--- src/rtl/seq_inv_if.sv ---
// seq_inv_if: two-lane coefficient stream bundle for the inverse pair-reorder
// stage. Carries the upstream (in_*) and downstream (out_*) valid/ready
// handshakes of one seq_inv instance.
//   master : the side that feeds pairs in and accepts reordered pairs
//            (drives in_v/in0/in1/mode/out_ready)
//   slave  : the reorder stage itself
//            (drives in_ready/out_v/out0/out1)
interface seq_inv_if #(
  parameter int logq = 17
);
  logic            in_v;
  logic            in_ready;
  logic [logq-1:0] in0;
  logic [logq-1:0] in1;
  logic            mode;
  logic            out_v;
  logic            out_ready;
  logic [logq-1:0] out0;
  logic [logq-1:0] out1;

  modport master (
    output in_v, in0, in1, mode, out_ready,
    input  in_ready, out_v, out0, out1
  );

  modport slave (
    input  in_v, in0, in1, mode, out_ready,
    output in_ready, out_v, out0, out1
  );
endinterface

--- src/rtl/seq_inv.sv ---
// seq_inv: inverse pair-reorder stage for the NTT ALU datapath.
// Collects blocks of 2S coefficient pairs (S = 2^LOG_S) into one of two
// ping-pong banks and replays each block either unchanged (mode 0) or
// transposed (mode 1), undoing the forward-path stride-S lane interleave.
// With out_ready held high the stage sustains one pair per cycle.
// Ports:
//   clk   - clock, all state updates on the rising edge
//   rst   - synchronous active-high reset; discards any partial/unread block
//   bus   - seq_inv_if.slave: in_v/in_ready/in0/in1/mode upstream,
//           out_v/out_ready/out0/out1 downstream
//   busy  - high while any bank is full or a block is being collected
module seq_inv #(
  parameter int logq  = 17,
  parameter int LOG_S = 0
) (
  input  logic        clk,
  input  logic        rst,
  seq_inv_if.slave    bus,
  output logic        busy
);

  localparam int S  = 1 << LOG_S;
  localparam int N  = 2 * S;
  localparam int CW = LOG_S + 1;

  localparam logic [CW-1:0] S_IDX = CW'(S);
  localparam logic [CW-1:0] LAST  = CW'(N - 1);

  logic [logq-1:0] a_mem [2][N];
  logic [logq-1:0] b_mem [2][N];

  logic [1:0]      full;
  logic [1:0]      bank_mode;
  logic            wr_bank;
  logic            rd_bank;
  logic [CW-1:0]   wr_cnt;
  logic [CW-1:0]   rd_cnt;

  logic            wr_fire;
  logic            rd_fire;
  logic [logq-1:0] out0_c;
  logic [logq-1:0] out1_c;

  // Handshakes are masked by rst so nothing is offered or accepted while
  // the registers are being cleared.
  assign bus.in_ready = !full[wr_bank] && !rst;
  assign bus.out_v    = full[rd_bank] && !rst;
  assign wr_fire      = bus.in_v && bus.in_ready;
  assign rd_fire      = bus.out_v && bus.out_ready;
  assign busy         = !rst && ((|full) || (wr_cnt != '0));

  // Coefficient storage carries no reset; the full flags alone decide
  // whether a bank's contents are meaningful.
  always_ff @(posedge clk) begin
    if (wr_fire) begin
      a_mem[wr_bank][wr_cnt] <= bus.in0;
      b_mem[wr_bank][wr_cnt] <= bus.in1;
    end
  end

  // Write and read pointers. A write can only set the flag of a bank that
  // is currently empty and a read can only clear the flag of a bank that
  // is currently full, so the two updates never target the same bank.
  always_ff @(posedge clk) begin
    if (rst) begin
      wr_cnt    <= '0;
      rd_cnt    <= '0;
      wr_bank   <= 1'b0;
      rd_bank   <= 1'b0;
      full      <= '0;
      bank_mode <= '0;
    end else begin
      if (wr_fire) begin
        if (wr_cnt == '0) begin
          bank_mode[wr_bank] <= bus.mode;
        end
        if (wr_cnt == LAST) begin
          wr_cnt        <= '0;
          full[wr_bank] <= 1'b1;
          wr_bank       <= ~wr_bank;
        end else begin
          wr_cnt <= wr_cnt + 1'b1;
        end
      end
      if (rd_fire) begin
        if (rd_cnt == LAST) begin
          rd_cnt        <= '0;
          full[rd_bank] <= 1'b0;
          rd_bank       <= ~rd_bank;
        end else begin
          rd_cnt <= rd_cnt + 1'b1;
        end
      end
    end
  end

  // Output mapping. In transpose mode the first half of the block pairs
  // lane-0 words j and S+j, the second half pairs lane-1 words j-S and j.
  always_comb begin
    out0_c = '0;
    out1_c = '0;
    if (bus.out_v) begin
      if (!bank_mode[rd_bank]) begin
        out0_c = a_mem[rd_bank][rd_cnt];
        out1_c = b_mem[rd_bank][rd_cnt];
      end else if (rd_cnt < S_IDX) begin
        out0_c = a_mem[rd_bank][rd_cnt];
        out1_c = a_mem[rd_bank][rd_cnt + S_IDX];
      end else begin
        out0_c = b_mem[rd_bank][rd_cnt - S_IDX];
        out1_c = b_mem[rd_bank][rd_cnt];
      end
    end
  end

  assign bus.out0 = out0_c;
  assign bus.out1 = out1_c;

endmodule
--- src/flat_wrapper.sv ---
// flat-port wrapper written by rule: the top's interface ports become plain ports
module seq_inv_flat 
#(
  parameter int logq  = 17,
  parameter int LOG_S = 0
)
  (clk, rst, busy, bus_in_v, bus_in0, bus_in1, bus_mode, bus_out_ready, bus_in_ready, bus_out_v, bus_out0, bus_out1);
  seq_inv_if #(.logq(logq)) bus_i ();
  input  logic clk;
  input  logic rst;
  output logic busy;
  input wire logic [$bits(bus_i.in_v)-1:0] bus_in_v;
  input wire logic [$bits(bus_i.in0)-1:0] bus_in0;
  input wire logic [$bits(bus_i.in1)-1:0] bus_in1;
  input wire logic [$bits(bus_i.mode)-1:0] bus_mode;
  input wire logic [$bits(bus_i.out_ready)-1:0] bus_out_ready;
  output wire logic [$bits(bus_i.in_ready)-1:0] bus_in_ready;
  output wire logic [$bits(bus_i.out_v)-1:0] bus_out_v;
  output wire logic [$bits(bus_i.out0)-1:0] bus_out0;
  output wire logic [$bits(bus_i.out1)-1:0] bus_out1;
  assign bus_i.in_v = bus_in_v;
  assign bus_i.in0 = bus_in0;
  assign bus_i.in1 = bus_in1;
  assign bus_i.mode = bus_mode;
  assign bus_i.out_ready = bus_out_ready;
  assign bus_in_ready = bus_i.in_ready;
  assign bus_out_v = bus_i.out_v;
  assign bus_out0 = bus_i.out0;
  assign bus_out1 = bus_i.out1;
  seq_inv #(.logq(logq), .LOG_S(LOG_S)) u_core (.clk(clk), .rst(rst), .bus(bus_i), .busy(busy));
endmodule
--- config.mk ---
export PLATFORM = sky130hd
export DESIGN_NAME = seq_inv_flat
export DESIGN_NICKNAME = d
export VERILOG_FILES = /design/src/rtl/seq_inv_if.sv /design/src/rtl/seq_inv.sv /design/src/flat_wrapper.sv
export SDC_FILE = /design/constraint.sdc
export NUM_CORES = 1
export LEC_CHECK = 0
export ABC_AREA = 0
export CORE_MARGIN = 8
export CORE_UTILIZATION = 60
export CTS_CLUSTER_SIZE = 40
export DETAILED_ROUTE_END_ITERATION = 6
export GPL_TIMING_DRIVEN = 0
export PLACE_DENSITY_LB_ADDON = 0.2
export RECOVER_POWER = 100
export SLEW_MARGIN = 20
export SYNTH_ARGS = -nofsm -noshare
export SYNTH_HDL_FRONTEND = slang
export SYNTH_SLANG_ARGS = --single-unit
--- constraint.sdc ---
create_clock -name clk -period 7.45 [get_ports clk]
set_input_delay 1.49 -clock clk [delete_from_list [all_inputs] [get_ports clk]]
set_output_delay 1.49 -clock clk [all_outputs]
set_load 0.05 [all_outputs]
==> metrics <==
status complete, but fails checks; failing checks max-capacitance violations, max-slew violations; clock-pin slew of the registers on the worst-case setup and hold paths 0.06 ns; period utilization 73.3%; overall power of the completed layout 0.00189 W; RSZ-0062 raised after global routing false; required time of the worst setup path 5.96 ns; length of the first detailed-routing pass in iterations 4; nature of the critical path endpoint output pin; Final ANT Viol Nets 0; uppermost metal layer occupied by signal nets met4; number of standard cells after synthesis 386; DRC errors left 0; clock tree root driver cell sky130_fd_sc_hd__clkbuf_8; slew at the pin closest to its max-slew limit 1.86 ns; met1 WL 5.88 mm; global-route total usage across every layer 22.6%; placed wire-length estimate 9.12 mm; startpoint of the most critical setup path rst; Synth Register Bits 145; yosys synthesis warning count 0; Area Overhead vs Synth 25.3%; number of rows created at floorplan 37; number of clock sinks 145; area of the core 10100 um^2; top-area cell type share of the netlist area 66.6%; Post-CTS Setup Bufs 0; clock network latency to the later pin of the worst-skew pair 0.52 ns; global route overflow 0; Resize count post-CTS 0; vertical die dimension 117 um; element type at the critical path start input port; share of layout cells above drive strength 1 16.5%; maximum fanout along the worst path 10; count of pins on the block boundary 76; leakage power 2.80 nW; largest area contributor in the synthesized netlist sky130_fd_sc_hd__edfxtp_1; Post-CTS Hold Fix Bufs 0; fillers 608; number of antenna repair diodes 0; final hold violation count 0; max-slew violation total from the final report 40; mapped cell area 6130 um^2; gpl congestion 0.770; Max VDD drop 0.000191 V; clock tree from TritonCTS yes; maximum clock rate 183 MHz; depth of the worst register-to-register path 4; final design utilization 75.8%; number of antenna violations at the first check in global routing 0; Worst Skew 0.0123 ns; met3 wirelength from detailed routing 977 um; category of the critical setup timing path in -> out; wire length of the first global-routing pass 22.2 mm; Seq/Total Area, Yosys 69.5%; Syn Area/Cell 15.9 um^2; power density over the cells 246 nW/um^2; Routed WL 14.5 mm; Mapped Nets 425; tightest slew margin relative to the limit -24.7%; Clock H-tree levels 4; number of buffers on the longest clock path 2; critical register-to-register path startpoint u_core.wr_cnt; number of clock buffers inserted by TritonCTS 17; met2 layer wire length in the routed design 7.47 mm; main area contributors after synthesis sky130_fd_sc_hd__edfxtp_1 (67%), sky130_fd_sc_hd__a211oi_1 (8.4%), sky130_fd_sc_hd__mux2_2 (6.6%); Unique masters post-synth 30; R2R setup slack 4.09 ns; shortest period the worst path allows 5.46 ns; aggregate negative setup slack 0 ns; CP Data Arrival Time 3.97 ns; Final setup viols 0; vias in the first global route 3959; effective utilization at floorplan 60.5%; max-cap viol count 2; average via count per standard cell 5.98; Final nets 523; largest net degree at the start of global routing 22; routed wirelength normalized by instance count 22.9 um; iteration-0 DRC count of the detailed router 380; Die Wd 117 um; total die area 13700 um^2; type of the worst min-delay path reg -> reg; endpoint of the most critical register-to-register path u_core.a_mem[1][10]; via total after detailed routing 3787; I/O Buffers 75; CP endpoint bus_out1[1]
==> metrics by stage <==
step | setup slack, ns | cell area [um^2] | hold WS (ns) | instances
finish | 1.99 | 7690 | 0.507 | 633
CTS | 2.19 | 7780 | 0.509 | 633
detailed placement | 2.23 | 7170 | 0.500 | 601
floorplan | 2.91 | 6130 | 0.474 | 386
global placement | 2.16 | 7060 | 0.491 | 597
global route | 1.92 | 7690 | 0.522 | 633
==> power breakdown <==
group | internal, W | switching, W
clock network | 0.000519 | 0.000323
logic | 0.0000476 | 0.0000798
registers | 0.000913 | 0.00000570
total | 0.00148 | 0.000409
==> state kept, by name, indices dropped and copies added, names as in the netlist, named ones only <==
signal	flops
u_core.a_mem	68
u_core.b_mem	68
u_core.bank_mode	2
u_core.full	2
u_core.rd_bank	1
u_core.rd_cnt	1
u_core.wr_bank	1
u_core.wr_cnt	1
==> Yosys cell counts <==
cell / instances
sky130_fd_sc_hd__edfxtp_1: 136
sky130_fd_sc_hd__a211oi_1: 69
sky130_fd_sc_hd__mux2_2: 36
sky130_fd_sc_hd__mux2i_1: 34
sky130_fd_sc_hd__nor2b_1: 34
sky130_fd_sc_hd__clkbuf_1: 15
sky130_fd_sc_hd__dfxtp_1: 9
sky130_fd_sc_hd__buf_2: 8
sky130_fd_sc_hd__a21oi_1: 5
sky130_fd_sc_hd__nor2_1: 5
sky130_fd_sc_hd__inv_1: 4
sky130_fd_sc_hd__nand2_1: 4
sky130_fd_sc_hd__o21ai_0: 4
sky130_fd_sc_hd__buf_8: 3
sky130_fd_sc_hd__and2_1: 2
sky130_fd_sc_hd__nor3_1: 2
sky130_fd_sc_hd__o31ai_1: 2
sky130_fd_sc_hd__or3_1: 2
sky130_fd_sc_hd__a31o_2: 1
sky130_fd_sc_hd__a31oi_1: 1
sky130_fd_sc_hd__buf_6: 1
sky130_fd_sc_hd__clkinv_1: 1
sky130_fd_sc_hd__mux2i_4: 1
sky130_fd_sc_hd__nand2b_1: 1
sky130_fd_sc_hd__nand3_1: 1
sky130_fd_sc_hd__nand4bb_1: 1
sky130_fd_sc_hd__nor4b_1: 1
sky130_fd_sc_hd__o211ai_1: 1
sky130_fd_sc_hd__o41ai_1: 1
sky130_fd_sc_hd__or3b_2: 1
==> critical path, stage by stage <==
cell                            delay [ns]
sky130_fd_sc_hd__dlygate4sd3_1        0.58
sky130_fd_sc_hd__inv_1                0.10
sky130_fd_sc_hd__nand2_1              0.24
sky130_fd_sc_hd__buf_2                0.30
sky130_fd_sc_hd__a211oi_1             0.32
sky130_fd_sc_hd__dlygate4sd3_1        0.93
==> cells in the final DEF, fill, tap and decap left out, types with 2 or more instances in the layout <==
cell type	netlist	layout
sky130_fd_sc_hd__clkdlybuf4s50_1	0	2
sky130_fd_sc_hd__mux2i_1	34	34
sky130_fd_sc_hd__or3_1	2	2
sky130_fd_sc_hd__nor2b_1	34	34
sky130_fd_sc_hd__buf_8	3	3
sky130_fd_sc_hd__dlygate4sd3_1	0	73
sky130_fd_sc_hd__inv_1	4	4
sky130_fd_sc_hd__clkbuf_16	0	20
sky130_fd_sc_hd__buf_2	8	8
sky130_fd_sc_hd__a211oi_1	69	69
sky130_fd_sc_hd__a21oi_1	5	5
sky130_fd_sc_hd__edfxtp_1	136	136
sky130_fd_sc_hd__dfxtp_1	9	9
sky130_fd_sc_hd__o21ai_0	4	4
sky130_fd_sc_hd__nor3_1	2	2
sky130_fd_sc_hd__nand2_1	4	4
sky130_fd_sc_hd__mux2_2	36	36
sky130_fd_sc_hd__clkbuf_8	0	4
sky130_fd_sc_hd__clkbuf_1	15	20
sky130_fd_sc_hd__nor2_1	5	5
sky130_fd_sc_hd__o31ai_1	2	2
sky130_fd_sc_hd__clkinv_4	0	3
sky130_fd_sc_hd__clkinvlp_4	0	3
sky130_fd_sc_hd__and2_0	0	2
==> routing by layer <==
layer | global-route usage (%) | vias up
met5 | 0 | -
met4 | 8.19 | 0
met3 | 6.62 | 19
met2 | 37.5 | 156
met1 | 27.5 | 1879
li1 | - | 1733
==> cells by family (layout without fill, tap and decap cells) <==
kind of cell,after synthesis,in the layout,share of synthesized area (%)
AOI/OAI and AO/OA,84,84,9.93
buffers and inverters,32,143,2.79
DFF,145,145,69.5
muxes,71,71,12.5
and+or+nand+nor,54,54,5.24
==> how the worst min path moves through the flow <==
stage                              from                   to  depth (start not counted)
floorplan           u_core.bank_mode[0]  u_core.bank_mode[0]                          2
global placement    u_core.bank_mode[0]  u_core.bank_mode[0]                          2
detailed placement  u_core.bank_mode[0]  u_core.bank_mode[0]                          2
CTS                 u_core.bank_mode[0]  u_core.bank_mode[0]                          2
global route        u_core.bank_mode[0]  u_core.bank_mode[0]                          2
finish              u_core.bank_mode[0]  u_core.bank_mode[0]                          2
==> layout make-up <==
cell class,count,area (um^2),share of cell area (%)
multi-input combinational,209,1700,22.1
sequential,145,4260,55.5
inverter,5,18.8,0.244
clock buffer,25,559,7.28
tap,136,170,2.21
buffer,27,153,1.99
timing repair buffer,79,766,9.96
clock inverter,7,57.6,0.749
Note: power is estimated with default switching activity, not from simulation.
